[src/rtl/cm0_pkg.sv]
// rtl/cm0_pkg.sv - shared register-file types, indices and alignment helpers
package cm0_pkg;

  typedef logic [31:0] word_t;
  typedef logic [3:0]  reg_idx_t;

  localparam int       NUM_GPR  = 13;
  localparam reg_idx_t LAST_GPR = 4'd12;
  localparam reg_idx_t REG_SP   = 4'd13;
  localparam reg_idx_t REG_LR   = 4'd14;
  localparam reg_idx_t REG_PC   = 4'd15;

  // Flag positions inside an xPSR-format word
  localparam int APSR_N_BIT = 31;
  localparam int APSR_Z_BIT = 30;
  localparam int APSR_C_BIT = 29;
  localparam int APSR_V_BIT = 28;

  localparam word_t LR_RESET      = 32'hFFFF_FFFF;
  localparam word_t PC_READ_AHEAD = 32'd4;
  localparam word_t PC_STEP       = 32'd2;

  function automatic word_t align_sp(word_t v);
    return {v[31:2], 2'b00};
  endfunction

  function automatic word_t align_pc(word_t v);
    return {v[31:1], 1'b0};
  endfunction

endpackage

[src/rtl/core_regs_gpr.sv]
// rtl/core_regs_gpr.sv - R0-R12 storage with two combinational read ports
// Indices above R12 read as zero; the top substitutes the special registers.
module core_regs_gpr
  import cm0_pkg::*;
(
  input  logic     clk,
  input  logic     rst,
  input  logic     we,
  input  reg_idx_t waddr,
  input  word_t    wdata,
  input  reg_idx_t rn_addr,
  input  reg_idx_t rm_addr,
  output word_t    rn_data,
  output word_t    rm_data
);

  word_t r [NUM_GPR];

  always_ff @(posedge clk or posedge rst) begin
    if (rst) begin
      for (int i = 0; i < NUM_GPR; i++) r[i] <= '0;
    end else if (we) begin
      r[waddr] <= wdata;
    end
  end

  assign rn_data = (rn_addr <= LAST_GPR) ? r[rn_addr] : '0;
  assign rm_data = (rm_addr <= LAST_GPR) ? r[rm_addr] : '0;

endmodule

[src/rtl/core_regs.sv]
// rtl/core_regs.sv - Cortex-M0 style register file: R0-R12, SP, LR, PC, APSR, IPSR, PRIMASK
// Optional same-cycle write-to-read bypass enabled by macro CORE_REGS_BYPASS_EN.
module core_regs
  import cm0_pkg::*;
#(
  parameter logic [31:0] RESET_SP = 32'h2000_1000,
  parameter logic [31:0] RESET_PC = 32'h0000_0000
) (
  input  logic        clk,
  input  logic        rst,
  input  logic        ld_rd,
  input  logic [3:0]  rd_addr,
  input  logic [31:0] wr_data,
  input  logic        ld_sp,
  input  logic        ld_lr,
  input  logic        ld_pc,
  input  logic        ld_apsr,
  input  logic        ld_ipsr,
  input  logic        ld_primask,
  input  logic        pc_inc,
  input  logic [3:0]  rn_addr,
  input  logic [3:0]  rm_addr,
  output logic [31:0] rn_data,
  output logic [31:0] rm_data,
  output logic [31:0] sp,
  output logic [31:0] lr,
  output logic [31:0] pc,
  output logic [3:0]  apsr,
  output logic [5:0]  ipsr,
  output logic        primask
);

  logic  gpr_we, sp_we, lr_we, pc_we;
  word_t gpr_rn, gpr_rm, rn_base, rm_base;

  // Aliased ld_rd and dedicated strobes carry the same wr_data, so OR-ing them is the priority
  assign gpr_we = ld_rd && (rd_addr <= LAST_GPR);
  assign sp_we  = ld_sp || (ld_rd && rd_addr == REG_SP);
  assign lr_we  = ld_lr || (ld_rd && rd_addr == REG_LR);
  assign pc_we  = ld_pc || (ld_rd && rd_addr == REG_PC);

  core_regs_gpr u_gpr (
    .clk     (clk),
    .rst     (rst),
    .we      (gpr_we),
    .waddr   (rd_addr),
    .wdata   (wr_data),
    .rn_addr (rn_addr),
    .rm_addr (rm_addr),
    .rn_data (gpr_rn),
    .rm_data (gpr_rm)
  );

  always_ff @(posedge clk or posedge rst) begin
    if (rst) begin
      sp      <= align_sp(RESET_SP);
      lr      <= LR_RESET;
      pc      <= align_pc(RESET_PC);
      apsr    <= '0;
      ipsr    <= '0;
      primask <= 1'b0;
    end else begin
      if (sp_we) sp <= align_sp(wr_data);
      if (lr_we) lr <= wr_data;
      if (pc_we)       pc <= align_pc(wr_data);
      else if (pc_inc) pc <= pc + PC_STEP;
      if (ld_apsr)
        apsr <= {wr_data[APSR_N_BIT], wr_data[APSR_Z_BIT], wr_data[APSR_C_BIT], wr_data[APSR_V_BIT]};
      if (ld_ipsr)    ipsr    <= wr_data[5:0];
      if (ld_primask) primask <= wr_data[0];
    end
  end

  function automatic word_t arch_read(reg_idx_t idx, word_t gpr_v, word_t sp_v,
                                      word_t lr_v, word_t pc_v);
    case (idx)
      REG_SP:  return sp_v;
      REG_LR:  return lr_v;
      REG_PC:  return pc_v + PC_READ_AHEAD;
      default: return gpr_v;
    endcase
  endfunction

  assign rn_base = arch_read(rn_addr, gpr_rn, sp, lr, pc);
  assign rm_base = arch_read(rm_addr, gpr_rm, sp, lr, pc);

`ifdef CORE_REGS_BYPASS_EN
  // pc_inc alone does not bypass: only an explicit PC load is forwarded
  function automatic word_t bypass(reg_idx_t idx, word_t base);
    if (idx <= LAST_GPR && gpr_we && rd_addr == idx) return wr_data;
    if (idx == REG_SP && sp_we) return align_sp(wr_data);
    if (idx == REG_LR && lr_we) return wr_data;
    if (idx == REG_PC && pc_we) return align_pc(wr_data) + PC_READ_AHEAD;
    return base;
  endfunction

  assign rn_data = bypass(rn_addr, rn_base);
  assign rm_data = bypass(rm_addr, rm_base);
`else
  assign rn_data = rn_base;
  assign rm_data = rm_base;
`endif

endmodule

[config.mk]
export PLATFORM = sky130hd
export DESIGN_NAME = core_regs
export DESIGN_NICKNAME = d
export VERILOG_FILES = /design/src/rtl/cm0_pkg.sv /design/src/rtl/core_regs_gpr.sv /design/src/rtl/core_regs.sv
export SDC_FILE = /design/constraint.sdc
export NUM_CORES = 1
export LEC_CHECK = 0
export CAP_MARGIN = 20
export CORE_UTILIZATION = 29
export CTS_BUF_LIST = sky130_fd_sc_hd__clkbuf_16
export CTS_CLUSTER_SIZE = 24
export DETAILED_ROUTE_END_ITERATION = 10
export PLACE_DENSITY = 0.47
export REMOVE_ABC_BUFFERS = 1
export SETUP_SLACK_MARGIN = 0.02
export SYNTH_ARGS = -nofsm -noshare
export SYNTH_HDL_FRONTEND = slang
export SYNTH_SLANG_ARGS = --single-unit
[constraint.sdc]
create_clock -name clk -period 36.9 [get_ports clk]
set_clock_uncertainty 0.15 [all_clocks]
set_input_delay 5.535 -clock clk [delete_from_list [all_inputs] [get_ports clk]]
set_output_delay 5.535 -clock clk [all_outputs]
set_load 0.02 [all_outputs]
==> impl_metrics.env, run 1 <==
export IMPL_first_global_vias=22400
export IMPL_ys_seq_elements=520
export IMPL_worst_pin_slew_ns=1.18
export IMPL_synth_top_area_share_pct=41.5
export IMPL_ctsHoldBuffers=0
export IMPL_power_frac_seq_pct=43.3
export IMPL_p_comb_share_pct=26.3
export IMPL_cp_end_kind="output pin"
export IMPL_clock_latency_ns=0.64
export IMPL_setup_viol=0
export IMPL_die_y_um=320
export IMPL_crit_arrival_ns=9.64
export IMPL_row_count=116
export IMPL_cts_tree="built"
export IMPL_power_leakage_nw=13.7
export IMPL_synth_edff_count=0
export IMPL_place_congestion=0.794
export IMPL_ant_nets=0
export IMPL_synth_simple_area_share_pct=6.20
export IMPL_synthCells=2403
export IMPL_final_cell_area_um2=34400
export IMPL_drive_gt1_share_pct=35.9
export IMPL_cts_max_path_buffers=3
export IMPL_coreArea_um2=100000
export IMPL_yosysTopAreaCell="dfrtp_1"
export IMPL_rr_worst_depth=5
export IMPL_grt_start_max_net_pins=156
export IMPL_report_final_slew_viol_count=0
export IMPL_vdd_drop_max_mv=0.0356
export IMPL_power_switching_fraction_pct=30.8
export IMPL_avgRoutedWirePerCell_um=28.9
export IMPL_max_stage_delay_ns=0.77
export IMPL_reg2reg_from="pc[17]$_DFFE_PP0N_"
export IMPL_startpoint="rn_addr[1]"
export IMPL_cts_buffers=59
export IMPL_drc=0
export IMPL_p_per_area_nw_per_um2=53.2
export IMPL_antenna_found_initial=2
export IMPL_timing_setup_tns_ns=0
export IMPL_hold_viol=0
export IMPL_fillerInstances=9900
export IMPL_required_ns=31.22
export IMPL_drtIter0Drc=1983
export IMPL_synth_ff_type="dfrtp_1"
export IMPL_fin_cells=3839
export IMPL_crit_fanout=48
export IMPL_synth_area_um2=29300
export IMPL_finalWirelength_um=111000
export IMPL_synth_avg_cell_area_um2=12.2
export IMPL_track_usage_pct=21.4
export IMPL_status="complete, no violations"
export IMPL_path_class="input port to output pin"
export IMPL_via_per_inst=5.66
export IMPL_fmax_ghz=0.0652
export IMPL_clockRootBuffer="clkbuf_16"
export IMPL_ys_types=66
export IMPL_slew_headroom_pct=20.5
export IMPL_final_core_util_pct=34.4
export IMPL_drt_pass1_iterations=7
export IMPL_switchingPower_mw=0.565
export IMPL_internal_power_mw=1.27
export IMPL_power_frac_clock_pct=30.5
export IMPL_synth_compound_area_share_pct=9.49
export IMPL_hp_class="flip-flop to flip-flop"
export IMPL_ios=225
export IMPL_synth_xor_xnor_area_share_pct=1.32
export IMPL_fin_nets=2550
export IMPL_synth_top_family_by_area="multiplexers"
export IMPL_hp_start="ipsr[4]$_DFFE_PP0P_"
export IMPL_synth_area_leaders="dfrtp_1, mux2_2, mux4_2, dfstp_2, clkbuf_1"
export IMPL_clkTransAtPathRegs_ns=0.06
export IMPL_synth_adder_area_share_pct=0.0854
export IMPL_finalCriticalPeriod_ns=15.33
export IMPL_p_total_mw=1.83
export IMPL_dp_cells=3730
export IMPL_crit_chain="buf_6, buf_4, buf_4, nand2b_1, nor2_1, a21oi_1, o21ai_0, a221oi_1, clkdlybuf4s50_1"
export IMPL_ys_warn_count=0
export IMPL_vias=21700
export IMPL_post_cts_buffers=0
export IMPL_portBuffers=221
export IMPL_die_w_um=320
export IMPL_placed_area_um2=32600
export IMPL_cts_resized_gates=0
export IMPL_async_reset_ff_share_pct=100
export IMPL_cpMostUsedCell="buf_4"
export IMPL_cp_start_kind="input port"
export IMPL_grt_overflow_total=0
export IMPL_clock_sinks=520
export IMPL_ys_seq_area_share_pct=44.6
export IMPL_rsz0062_at_grt="no"
export IMPL_grt_pass1_wl_um=162000
export IMPL_maxCapViolations=0
export IMPL_hold_depth=1
export IMPL_worst_path_max_delay_cell="nand2b_1"
export IMPL_fin_crit_sh_pct=41.5
export IMPL_area_growth_pct=17.6
export IMPL_hpwlAfterDp_um=67200
export IMPL_die_area_um2=102000
export IMPL_initial_core_util_pct=29.3
export IMPL_cts_htree_levels=2
export IMPL_muxShareOfSynthArea_pct=34.4
-- power groups by stage --
stage / clock network (mW) / logic (mW) / registers (mW)
2_1_floorplan: 0 / 0.305 / 0.778
3_3_place_gp: 0 / 0.474 / 0.787
3_5_place_dp: 0 / 0.483 / 0.798
4_1_cts: 0.574 / 0.485 / 0.789
5_1_grt: 0.597 / 0.515 / 0.808
6_report: 0.558 / 0.482 / 0.792
-- layout by cell type, fill, tap and decap left out, types with 8 or more instances in the layout --
cell	count
mux2_2	570
dfrtp_1	486
clkdlybuf4s50_1	213
mux4_2	142
a21oi_1	123
o21ai_0	92
nand2_1	87
nor2_1	75
inv_1	69
clkbuf_16	59
o22ai_1	53
buf_4	47
mux2i_1	42
a211oi_1	37
dfstp_2	34
a221oi_1	27
nor3_1	27
xnor2_1	26
o22a_1	25
a31oi_1	20
nand2b_1	19
clkinv_1	18
nand4_1	18
nor2b_1	18
xor2_1	18
nand3_1	17
or2_2	14
and2_1	13
o211ai_1	13
o221ai_1	11
or3_1	10
nor4_1	10
or4_1	8
-- per-layer routing --
metal	routed length (µm)	up-vias	GRT usage (%)
li1	-	9196	-
met1	49800	11600	30.0
met2	51100	776	33.7
met3	7320	146	4.03
met4	2640	0	5.93
met5	0	-	0
-- final cells by class --
cell class	count	area, µm²	share of cell area (%)
multi-input cells	1596	15200	44.2
flip-flops and latches	520	13100	37.9
repair buffers	267	2580	7.51
well taps	1298	1620	4.72
clock buffers	59	1480	4.29
clock inverters	47	289	0.839
inverters	50	195	0.567
diodes	2	5.00	0.0145
-- kinds of logic (layout without fill, tap and decap cells) --
kind of cell / after synthesis / after routing
and+or+nand+nor: 350 / 350
DFF: 520 / 520
adders and majority gates: 2 / 2
AOI/OAI and AO/OA: 440 / 440
xor gates and xnor gates: 44 / 44
muxes: 757 / 757
buffers and inverters: 289 / 423
other: 1 / 5
-- worst max-delay path, delay by kind of cell --
kind                   cells  cell delay (ns)
and+or+nand+nor            2             0.87
AOI/OAI and AO/OA          3             0.85
buffers and inverters      4             2.26
-- through the flow --
step,setup slack (ns),hold slack (ns)
floorplan,16.74,0.327
global placement,21.62,0.340
detailed placement,21.67,0.344
CTS,21.64,0.358
global route,21.39,0.377
finish,21.57,0.353
-- cell usage after synthesis, drive strengths merged, types with 3 or more instances --
library cell / number
mux4: 142
or2: 14
or3: 11
nand4: 19
o22ai: 53
o221ai: 11
nor3: 27
or4: 9
a21oi: 123
nand3b: 3
dfstp: 34
o31ai: 3
and3: 4
o22a: 25
nand3: 18
nor4: 15
o21a: 5
a21boi: 5
o21ai: 97
nor2: 82
and2: 14
dfrtp: 486
a31oi: 22
nand2b: 21
mux2: 573
buf: 67
a221oi: 30
inv: 49
o211ai: 13
xnor2: 26
a211oi: 37
nor2b: 18
mux2i: 42
clkbuf: 172
nand2: 90
xor2: 18
o31a: 4
a211o: 3
-- worst paths after layout --
path                       slack (ns)                       end
max reg2reg                     33.74        pc[31]$_DFFE_PP0N_
min                              0.35       ipsr[4]$_DFFE_PP0P_
min reg2reg                      0.35       ipsr[4]$_DFFE_PP0P_
max                             21.57               rn_data[14]
min in group asynchronous        5.27  u_gpr.r[188]$_DFFE_PP0P_
max in group asynchronous       28.42    u_gpr.r[5]$_DFFE_PP0P_
-- flip-flops by register name, summed over array words and instances, names as in the netlist --
signal / count
u_gpr.r: 416
lr: 32
pc: 31
sp: 30
ipsr: 6
apsr: 4
primask: 1
Power figures use the tool's default switching activity.
==> run 2, diff against run 1 <==
- clock period: 36.9 -> 15.44 ns (I/O delays scaled with it)
==> impl_metrics.env, run 2 (synthesis results as in run 1) <==
export IMPL_crit_arrival_ns=6.25
export IMPL_place_congestion=0.801
export IMPL_vdd_drop_max_mv=0.0976
export IMPL_fmax_ghz=0.115
export IMPL_clock_latency_ns=0.66
export IMPL_vias=21600
export IMPL_track_usage_pct=21.3
export IMPL_cts_buffers=59
export IMPL_hp_class="flip-flop to flip-flop"
export IMPL_cts_tree="built"
export IMPL_cpMostUsedCell="buf_4"
export IMPL_grtUsageMet3_pct=3.69
export IMPL_rrSetupSlack_ns=12.41
export IMPL_finalWirelength_um=110000
export IMPL_status="complete, no violations"
export IMPL_clockRootBuffer="clkbuf_16"
export IMPL_die_y_um=320
export IMPL_max_stage_delay_ns=0.81
export IMPL_avgRoutedWirePerCell_um=28.6
export IMPL_cts_max_path_buffers=3
export IMPL_reg_top3="u_gpr.r: 416 flops, lr: 32 flops, pc: 31 flops"
export IMPL_ctsHoldBuffers=0
export IMPL_path_class="input port to output pin"
export IMPL_portBuffers=221
export IMPL_report_final_slew_viol_count=0
export IMPL_grt_overflow_total=0
export IMPL_rr_worst_depth=5
export IMPL_final_core_util_pct=34.6
export IMPL_ios=225
export IMPL_worst_path_stages=8
export IMPL_rsz0062_at_grt="no"
export IMPL_grt_pass1_wl_um=161000
export IMPL_grt_start_max_net_pins=156
export IMPL_post_cts_buffers=0
export IMPL_fin_nets=2551
export IMPL_p_per_area_nw_per_um2=130
export IMPL_layout_commonest_cell="mux2_2"
export IMPL_cts_htree_levels=2
export IMPL_crit_chain="buf_6, buf_4, and2_1, buf_4, and4_1, nor4_1, a211oi_1, clkdlybuf4s50_1"
export IMPL_ant_nets=0
export IMPL_required_ns=12.97
export IMPL_whs_ns=0.355
export IMPL_crit_family="buffers and inverters"
export IMPL_worst_path_max_delay_cell="buf_4"
export IMPL_hold_depth=1
export IMPL_clkTransAtPathRegs_ns=0.06
export IMPL_cp_start_kind="input port"
export IMPL_row_count=116
export IMPL_cp_end_kind="output pin"
export IMPL_die_w_um=320
export IMPL_fin_crit_sh_pct=56.5
export IMPL_initial_core_util_pct=29.3
export IMPL_die_area_um2=102000
export IMPL_maxCapViolations=0
export IMPL_crit_fanout=60
export IMPL_hpwlAfterDp_um=66700
export IMPL_power_leakage_nw=13.7
export IMPL_setup_viol=0
export IMPL_largest_reg_flops=416
export IMPL_first_global_vias=22200
export IMPL_path_buf_inv=4
export IMPL_drtIter0Drc=1784
export IMPL_via_per_inst=5.61
export IMPL_met1_usage_pct=30.2
export IMPL_slew_headroom_pct=26.3
export IMPL_antennaDiodeCount=0
export IMPL_finalCriticalPeriod_ns=8.72
export IMPL_grtUsageMet2_pct=33.7
export IMPL_worst_pin_slew_ns=1.10
export IMPL_regMostFlops="u_gpr.r"
export IMPL_drt_pass1_iterations=5
export IMPL_drc=0
export IMPL_busiest_layer="met2"
export IMPL_coreArea_um2=100000
export IMPL_cts_resized_gates=0
export IMPL_mostFrequentLayoutCells="mux2_2, dfrtp_1, clkdlybuf4s50_1"
export IMPL_drive_gt1_share_pct=36.6
export IMPL_hold_viol=0
export IMPL_antenna_found_initial=1
export IMPL_clock_sinks=520
export IMPL_area_growth_pct=18.1
run 2: area by class of cell:
type / instances / area, µm²
fill: 9818 / 65500
multi-input combinational: 1596 / 15200
sequential: 520 / 13100
timing repair buffer: 268 / 2590
tap: 1298 / 1620
clock buffer: 60 / 1500
clock inverter: 49 / 429
inverter: 50 / 195
run 2: path summary, 6_finish.rpt:
kind,startpoint,end
worst max-delay path,rm_addr[1],rm_data[31]
worst min-delay path,ipsr[3]$_DFFE_PP0P_,ipsr[3]$_DFFE_PP0P_
worst max register to register,pc[4]$_DFFE_PP0N_,pc[19]$_DFFE_PP0N_
worst min register to register,ipsr[3]$_DFFE_PP0P_,ipsr[3]$_DFFE_PP0P_
max in group asynchronous,rst,u_gpr.r[101]$_DFFE_PP0P_
min in group asynchronous,rst,u_gpr.r[220]$_DFFE_PP0P_
run 2: worst reg2reg max path: cells and delay by family, from the launching register on:
kind	cells	cell delay, ns
compound gates	1	0.09
xor+xnor	1	0.13
flops	1	0.59
simple gates	3	1.89
run 2: routing by layer:
layer | routed length [µm] | share of wire [%] | vias up
li1 | - | - | 9200
met1 | 49800 | 45 | 11500
met2 | 50800 | 46 | 757
met3 | 6930 | 6.3 | 147
met4 | 2410 | 2.2 | 0
met5 | 0 | 0 | -
run 2: stage by stage:
stage	setup TNS (ns)	total power [mW]	setup slack, ns	area, µm²	instances
3_5_place_dp	0	3.06	6.72	32600	3730
4_1_cts	0	4.52	6.72	34600	3839
3_3_place_gp	0	3.02	6.74	32600	3730
5_1_grt	0	4.69	6.58	34600	3841
2_1_floorplan	-727.25	2.59	-1.50	28300	2166
6_report	0	4.48	6.72	34600	3841
run 2: where the power goes:
group,switching (mW),internal [mW]
Combinational,0.525,0.626
Clock,0.608,0.832
Sequential,0.239,1.65
==> run 3, diff against run 2 <==
- PLACE_DENSITY: 0.47 -> 0.49
- clock period: 15.44 -> 7.5 ns (I/O delays scaled with it)
==> impl_metrics.env, run 3 (synthesis results as in run 1) <==
export IMPL_reg_top3="u_gpr.r: 416 flops, lr: 32 flops, pc: 31 flops"
export IMPL_internal_power_mw=6.34
export IMPL_rrSetupSlack_ns=4.37
export IMPL_hp_class="flip-flop to flip-flop"
export IMPL_rsz0062_at_grt="no"
export IMPL_antenna_found_initial=3
export IMPL_dp_cells=3736
export IMPL_report_final_slew_viol_count=0
export IMPL_drt_pass1_iterations=5
export IMPL_grt_start_max_net_pins=172
export IMPL_row_count=116
export IMPL_clockRootBuffer="clkbuf_16"
export IMPL_grt_overflow_total=0
export IMPL_cts_resized_gates=0
export IMPL_clock_sinks=520
export IMPL_area_growth_pct=18.1
export IMPL_crit_arrival_ns=4.59
export IMPL_die_area_um2=102000
export IMPL_crit_path_end="rn_data[31]"
export IMPL_p_per_area_nw_per_um2=265
export IMPL_vdd_drop_max_mv=0.221
export IMPL_drive_gt1_share_pct=36.9
export IMPL_switchingPower_mw=2.83
export IMPL_drtIter0Drc=1893
export IMPL_largest_reg_flops=416
export IMPL_post_cts_buffers=0
export IMPL_drc=0
export IMPL_setup_viol=0
export IMPL_cp_start_kind="flip-flop"
export IMPL_vias=21600
export IMPL_cts_tree="built"
export IMPL_setup_ws_ns=1.64
export IMPL_worst_pin_slew_ns=1.03
export IMPL_power_frac_seq_pct=42.5
export IMPL_hold_viol=0
export IMPL_fin_nets=2556
export IMPL_fin_crit_sh_pct=78.2
export IMPL_fin_cells=3849
export IMPL_initial_core_util_pct=29.3
export IMPL_portBuffers=221
export IMPL_slew_headroom_pct=30.8
export IMPL_maxCapViolations=0
export IMPL_die_y_um=320
export IMPL_fmax_ghz=0.171
export IMPL_cts_max_path_buffers=3
export IMPL_die_w_um=320
export IMPL_finalCriticalPeriod_ns=5.86
export IMPL_cts_htree_levels=2
export IMPL_finalWirelength_um=107000
export IMPL_ant_nets=0
export IMPL_cts_buffers=60
export IMPL_layout_commonest_cell="mux2_2"
export IMPL_via_per_inst=5.61
export IMPL_mostFrequentLayoutCells="mux2_2, dfrtp_1, clkdlybuf4s50_1"
export IMPL_startpoint="pc[16]$_DFFE_PP0N_"
export IMPL_hpwlAfterDp_um=67500
export IMPL_rr_worst_depth=5
export IMPL_regMostFlops="u_gpr.r"
export IMPL_power_leakage_nw=13.7
export IMPL_place_congestion=0.829
export IMPL_power_switching_fraction_pct=30.8
export IMPL_crit_fanout=10
export IMPL_track_usage_pct=20.8
export IMPL_clock_latency_ns=0.63
export IMPL_reg2reg_from="pc[10]$_DFFE_PP0N_"
export IMPL_required_ns=6.22
export IMPL_p_comb_share_pct=26.0
export IMPL_dp_slack_ns=1.97
export IMPL_avgRoutedWirePerCell_um=27.9
export IMPL_timing_rr_end="pc[29]$_DFFE_PP0N_"
export IMPL_power_frac_clock_pct=31.5
export IMPL_ctsHoldBuffers=0
export IMPL_grt_pass1_wl_um=158000
export IMPL_ios=225
export IMPL_cp_end_kind="output pin"
export IMPL_first_global_vias=22500
export IMPL_path_class="flip-flop to output pin"
export IMPL_clkTransAtPathRegs_ns=0.06
export IMPL_status="complete, no violations"
export IMPL_coreArea_um2=100000
run 3: final cells by class:
cell class	count	area, µm²
well taps	1298	1620
fillers	9846	65500
multi-input cells	1596	15200
clock inverters	51	369
repair buffers	272	2630
inverters	50	195
flip-flops and latches	520	13100
diodes	1	2.50
clock buffers	61	1530
run 3: power groups by stage:
stage                     Clock (mW)  Combinational [mW]  Sequential, mW
after floorplan                    0                1.50            3.83
after global placement             0                2.35            3.86
after detailed placement           0                2.39            3.92
after CTS                       2.96                2.40            3.87
after global routing            3.06                2.55            3.97
final                           2.89                2.39            3.89
run 3: critical path, stage by stage (launching register included):
cell and delay (ns):
dfrtp_1 0.66, nand4_1 0.43, nor4_1 0.90, and3_1 0.26
o21ai_0 0.08, a221oi_1 0.83, clkdlybuf4s50_1 0.78
run 3: per-layer routing:
metal	share of wire (%)	vias up	wire, µm	GRT usage, %
li1	-	9201	-	-
met1	43	11500	46500	27.9
met2	47	777	50700	33.7
met3	6.5	163	6970	3.95
met4	2.9	2	3130	6.46
met5	0.012	-	13	0
run 3: worst min-delay path by stage:
stage | from | to | slack (ns) | cells after the start
detailed placement | ipsr[4]$_DFFE_PP0P_ | ipsr[4]$_DFFE_PP0P_ | 0.35 | 1
CTS | ipsr[3]$_DFFE_PP0P_ | ipsr[3]$_DFFE_PP0P_ | 0.36 | 1
finish | ipsr[3]$_DFFE_PP0P_ | ipsr[3]$_DFFE_PP0P_ | 0.36 | 1
global placement | u_gpr.r[259]$_DFFE_PP0P_ | u_gpr.r[259]$_DFFE_PP0P_ | 0.34 | 1
global route | u_gpr.r[316]$_DFFE_PP0P_ | u_gpr.r[316]$_DFFE_PP0P_ | 0.38 | 1
floorplan | u_gpr.r[259]$_DFFE_PP0P_ | u_gpr.r[259]$_DFFE_PP0P_ | 0.33 | 1
run 3: metrics by stage:
step                      utilization (%)  area [µm²]  hold slack [ns]  setup TNS, ns  power (mW)
after floorplan                         -       28300            0.327       -4144.42        5.33
after global placement               32.7       32700            0.342              0        6.21
after detailed placement             32.7       32700            0.348              0        6.32
after CTS                            34.5       34600            0.362              0        9.24
after global routing                 34.5       34600            0.379              0        9.58
final                                34.6       34600            0.359              0        9.16
